--- src/rtl/branch_predictor_btb.sv ---
// Dynamic branch predictor: direct-mapped 2-bit saturating counters plus branch target buffer.
// Lookup is combinational from the IF PC; training comes from the resolved branch in ID.
module branch_predictor_btb #(
  parameter int unsigned PC_WIDTH   = 16,
  parameter int unsigned INDEX_BITS = 4,
  parameter logic [1:0]  INIT_CNT   = 2'b01
) (
  input  logic                clk,
  input  logic                rst,
  input  logic                enable,
  input  logic                flush,
  input  logic [PC_WIDTH-1:0] IF_PC_curr,
  output logic                IF_hit,
  output logic                IF_predicted_taken,
  output logic [PC_WIDTH-1:0] IF_predicted_target,
  input  logic                ID_update,
  input  logic [PC_WIDTH-1:0] ID_PC_curr,
  input  logic                ID_actual_taken,
  input  logic [PC_WIDTH-1:0] ID_actual_target,
  input  logic                ID_predicted_taken,
  input  logic [PC_WIDTH-1:0] ID_predicted_target,
  output logic                mispredicted,
  output logic [15:0]         mispredict_count
);

  localparam int Entries = 2 ** INDEX_BITS;
  localparam int TagW    = PC_WIDTH - INDEX_BITS - 1;

  logic                valid_q  [Entries];
  logic [TagW-1:0]     tag_q    [Entries];
  logic [1:0]          cnt_q    [Entries];
  logic [PC_WIDTH-1:0] target_q [Entries];
  logic [15:0]         count_q, count_d;

  logic [INDEX_BITS-1:0] if_idx, id_idx;
  logic [TagW-1:0]       if_tag, id_tag;
  logic                  id_hit;
  logic                  write_en;
  logic [1:0]            cnt_upd;
  logic [PC_WIDTH-1:0]   target_upd;
  logic                  unused_pc_lsb;

  // PCs are halfword aligned, so bit 0 takes no part in indexing or tagging.
  assign if_idx        = IF_PC_curr[INDEX_BITS:1];
  assign if_tag        = IF_PC_curr[PC_WIDTH-1:INDEX_BITS+1];
  assign id_idx        = ID_PC_curr[INDEX_BITS:1];
  assign id_tag        = ID_PC_curr[PC_WIDTH-1:INDEX_BITS+1];
  assign unused_pc_lsb = ID_PC_curr[0];

  always_comb begin
    IF_hit              = valid_q[if_idx] && (tag_q[if_idx] == if_tag);
    IF_predicted_taken  = IF_hit && cnt_q[if_idx][1];
    IF_predicted_target = IF_predicted_taken ? target_q[if_idx]
                                             : IF_PC_curr + PC_WIDTH'(2);
  end

  assign mispredicted = ID_update &&
                        ((ID_actual_taken != ID_predicted_taken) ||
                         (ID_actual_taken && (ID_actual_target != ID_predicted_target)));

  always_comb begin
    id_hit     = valid_q[id_idx] && (tag_q[id_idx] == id_tag);
    write_en   = enable && ID_update && !flush;
    cnt_upd    = ID_actual_taken ? 2'b10 : 2'b01;
    target_upd = ID_actual_taken ? ID_actual_target : '0;
    if (id_hit) begin
      if (ID_actual_taken) begin
        cnt_upd = (cnt_q[id_idx] == 2'b11) ? 2'b11 : cnt_q[id_idx] + 2'd1;
      end else begin
        cnt_upd    = (cnt_q[id_idx] == 2'b00) ? 2'b00 : cnt_q[id_idx] - 2'd1;
        target_upd = target_q[id_idx];
      end
    end
  end

  always_comb begin
    count_d = count_q;
    if (enable && mispredicted && (count_q != 16'hFFFF)) begin
      count_d = count_q + 16'd1;
    end
  end

  always_ff @(posedge clk or posedge rst) begin
    if (rst) begin
      for (int i = 0; i < Entries; i++) begin
        valid_q[i]  <= 1'b0;
        tag_q[i]    <= '0;
        cnt_q[i]    <= INIT_CNT;
        target_q[i] <= '0;
      end
      count_q <= '0;
    end else begin
      count_q <= count_d;
      // Flush invalidates regardless of stall and wins over a same-cycle update.
      if (flush) begin
        for (int i = 0; i < Entries; i++) begin
          valid_q[i] <= 1'b0;
          cnt_q[i]   <= INIT_CNT;
        end
      end else if (write_en) begin
        valid_q[id_idx]  <= 1'b1;
        tag_q[id_idx]    <= id_tag;
        cnt_q[id_idx]    <= cnt_upd;
        target_q[id_idx] <= target_upd;
      end
    end
  end

  assign mispredict_count = count_q;

endmodule
--- config.mk ---
export PLATFORM = sky130hd
export DESIGN_NAME = branch_predictor_btb
export DESIGN_NICKNAME = d
export VERILOG_FILES = /design/src/rtl/branch_predictor_btb.sv
export SDC_FILE = /design/constraint.sdc
export NUM_CORES = 1
export LEC_CHECK = 0
export CAP_MARGIN = 20
export CORE_ASPECT_RATIO = 1.4
export CORE_MARGIN = 4
export CORE_UTILIZATION = 62
export DETAILED_ROUTE_END_ITERATION = 7
export GPL_TIMING_DRIVEN = 0
export HOLD_SLACK_MARGIN = 0.15
export PLACE_DENSITY_LB_ADDON = 0.2
export SLEW_MARGIN = 20
export SYNTH_ARGS = -nofsm -noshare
export SYNTH_HDL_FRONTEND = slang
export SYNTH_SLANG_ARGS = --single-unit
--- constraint.sdc ---
create_clock -name clk -period 24.1 [get_ports clk]
set_clock_uncertainty 0.05 [all_clocks]
set_input_delay 4.82 -clock clk [delete_from_list [all_inputs] [get_ports clk]]
set_output_delay 4.82 -clock clk [all_outputs]
set_load 0.01 [all_outputs]
==> flow_metrics.py <==
metrics = {
    "pwr": {
        "p_sw_share_pct": 29.7,
        "p_sw_uw": 712,
        "p_int_mw": 1.68,
        "power.leakage_nw": 13.2,
        "seqPwrFrac_pct": 44.6,
        "p_clk_share_pct": 33.0,
        "ir_drop_uv": 62.0,
        "cellPowerDensity_nw_per_um2": 77.0,
        "p_comb_share_pct": 22.3,
    },
    "setup_path": {
        "worstPathArrival_ns": 10.61,
        "regToRegSetupSlack_ns": 20.42,
        "crit_path_end_kind": "output pin",
        "reg2reg_to": "target_q[124]$_DFFE_PP0P_",
        "cp-start-kind": "input pin",
        "worstPathMaxFanout": 10,
        "crit_type": "input pin to output pin",
        "rr_startpoint": "tag_q[138]$_DFFE_PP0P_",
        "cp.required_ns": 19.23,
        "r2r_cells": 8,
    },
    "logic_synthesis": {
        "synthMuxAreaShare_pct": 31.5,
        "synthDistinctLibCells": 67,
        "syn-cell-area_um2": 27600,
        "synthAdderAreaFrac_pct": 0.0907,
        "yosys.area.top_type": "dfrtp_1",
        "yosysSeqAreaShare_pct": 45.0,
        "synth_edf_count": 0,
        "synthArstFlopShare_pct": 100,
        "synth_top_family_by_area": "multiplexers",
        "synth_compound_area_share_pct": 9.82,
        "ys_warn_count": 0,
        "synth_flop_cell": "dfrtp_1",
        "ys_ff_latch": 496,
        "yosys.area_share.simple_pct": 7.11,
        "yosys-top-cells-area": "dfrtp_1 (44%), mux4_2 (22%), mux2_2 (7.0%)",
        "yosys.area.top_type_share_pct": 43.5,
        "synth_xor_area_share_pct": 2.06,
        "avgSynthCellArea_um2": 12.8,
        "syn_nets": 2235,
        "synthCells": 2162,
    },
    "clock_network": {
        "clkSinkCount": 496,
        "cts_tree": "done",
        "cts_setup_buffers": 0,
        "clk_latency_ns": 0.61,
        "ctsRootBufferMaster": "clkbuf_16",
        "cts_resized": 0,
        "hold_buffers": 0,
        "cts-buffers-inserted": 49,
        "cts.htree.levels": 2,
        "clk_pin_slew_ns": 0.06,
        "cts_buffer_depth": 3,
    },
    "global_routing": {
        "grt_overflow": 0,
        "grt_first_pass_wirelength_um": 143000,
        "grtUsageTotal_pct": 40.5,
        "grt_max_degree": 105,
        "grt_antenna_before_repair": 4,
        "grt_pass1_vias": 21715,
    },
    "die": {
        "core_um2": 44100,
        "die_area_um2": 48000,
        "num_rows": 91,
        "dieWidth_um": 186,
        "die_h_um": 258,
        "num_io_pins": 106,
        "initial_core_util_pct": 62.6,
    },
    "placement": {
        "port_buffers": 98,
        "gp_congestion": 1.01,
        "hpwl_um": 69100,
        "preCtsSetupSlack_ns": 8.90,
    },
    "min_path": {
        "hold_path_depth": 1,
        "min_from": "mispredict_count[3]$_DFFE_PP0P_",
        "min_to": "mispredict_count[3]$_DFFE_PP0P_",
        "hold_class": "register to register",
    },
    "sta": {
        "relSlewSlack_pct": 16.0,
        "hold_ws_ns": 0.445,
        "period_share_pct": 64.2,
        "drv_slew": 0,
        "hold_violations": 0,
        "post-route-min-period_ns": 15.48,
        "rsz0062_at_grt": "false",
        "worstMarginPinSlew_ns": 1.26,
        "max_freq_mhz": 64.6,
        "finalWorstSetupSlack_ns": 8.62,
        "fin_tns_setup_ns": 0,
        "setup_viol": 0,
    },
    "run_status": {
        "status": "finished, final reports clean",
    },
    "drt": {
        "drcViolationCount": 0,
        "num_vias": 20913,
        "drt-initial-drc-count": 2454,
        "routedWlPerCell_um": 33.2,
        "via_per_inst": 7.17,
        "drt_pre_antenna_iters": 6,
        "totalWireLength_um": 97000,
        "ant_nets": 0,
    },
    "final_layout": {
        "area_growth_pct": 12.7,
        "drive_gt1_share_pct": 31.9,
        "layout_commonest_cell": "dfrtp_1",
        "utilization_pct": 70.6,
        "layout_common_cells": "dfrtp_1 (480), nor2_1 (286), mux4_2 (274)",
        "fin_nets": 2391,
    },
    "job": {
        "cap_violations": 0,
    },
}
[power by group through the flow]
stage,registers [mW],clock network (mW),logic [mW]
3_3_place_gp,1.07,0,0.501
5_1_grt,1.08,0.827,0.564
3_5_place_dp,1.08,0,0.520
4_1_cts,1.06,0.793,0.524
2_1_floorplan,1.05,0,0.368
6_report,1.07,0.791,0.535
[cells by family (layout without fill, tap and decap cells)]
family / count (synthesis) / count (layout)
DFF: 496 / 496
muxes: 499 / 499
adders and majority gates: 2 / 2
other: 0 / 2
AOI/OAI and AO/OA: 395 / 395
buffers and inverters: 237 / 433
xor gates and xnor gates: 65 / 65
and+or+nand+nor: 468 / 468
[worst max-delay path, cell delays in order]
cell and delay (ns):
clkdlybuf4s50_1 0.55, buf_2 0.33, buf_2 0.45, buf_2 0.48, buf_2 0.51, buf_1 0.89
clkbuf_1 0.70, mux4_2 0.46, mux4_2 0.55, mux2_2 0.34, clkdlybuf4s50_1 0.50
[registers in the layout, indices dropped and copies added, names as in the netlist]
signal / cells
cnt_q: 32
mispredict_count: 16
tag_q: 176
target_q: 256
valid_q: 16
[stage by stage]
| step | total power [mW] | instances | area (µm²) |
|---|---|---|---|
| global route | 2.47 | 2916 | 31100 |
| global placement | 1.57 | 2818 | 29300 |
| finish | 2.40 | 2918 | 31100 |
| detailed placement | 1.60 | 2824 | 29500 |
| floorplan | 1.41 | 2162 | 27600 |
| CTS | 2.38 | 2915 | 31100 |
[worst max-delay path by stage]
stage	from	end	slack, ns
after detailed placement	IF_PC_curr[2]	IF_predicted_target[2]	8.90
after CTS	IF_PC_curr[2]	IF_predicted_target[12]	8.90
after global placement	rst	mispredict_count[10]$_DFFE_PP0P_	0.10
after floorplan	rst	cnt_q[11]$_DFFE_PP0P_	5.41
after global routing	IF_PC_curr[2]	IF_predicted_target[12]	8.75
final	IF_PC_curr[2]	IF_predicted_target[2]	8.62
[per-layer routing]
metal | global-route usage, % | up-vias | wire length (µm)
li1 | - | 8341 | -
met1 | 45.9 | 10552 | 31100
met2 | 64.1 | 1512 | 45000
met3 | 9.29 | 504 | 9090
met4 | 36.6 | 4 | 11700
met5 | 0 | - | 21
[final cells by class]
class                      count  area, µm²
tap                          558        698
inverter                      49        191
multi-input combinational   1429      14000
timing repair buffer         105       1140
antenna                        2       5.00
buffer                       188       1030
sequential                   496      12400
fill                        3133      12900
clock inverter                19        158
clock buffer                  72       1490
[cells in the mapped netlist, types with 6 or more instances]
| library cell | instances |
|---|---|
| o31a_4 | 10 |
| nand3_1 | 31 |
| o211ai_1 | 17 |
| o41ai_1 | 14 |
| nand4_1 | 9 |
| inv_1 | 45 |
| mux2i_1 | 50 |
| xnor2_1 | 39 |
| buf_1 | 20 |
| buf_4 | 11 |
| nor2_1 | 290 |
| nor3_1 | 8 |
| dfstp_2 | 16 |
| clkbuf_1 | 81 |
| a21oi_1 | 181 |
| buf_6 | 24 |
| xor2_1 | 26 |
| mux4_2 | 274 |
| o31a_1 | 6 |
| o21ai_0 | 27 |
| o21a_1 | 17 |
| buf_2 | 45 |
| mux2_2 | 172 |
| a21oi_2 | 91 |
| nand2_1 | 97 |
| dfrtp_1 | 480 |
(Power assumes the default switching activity.)
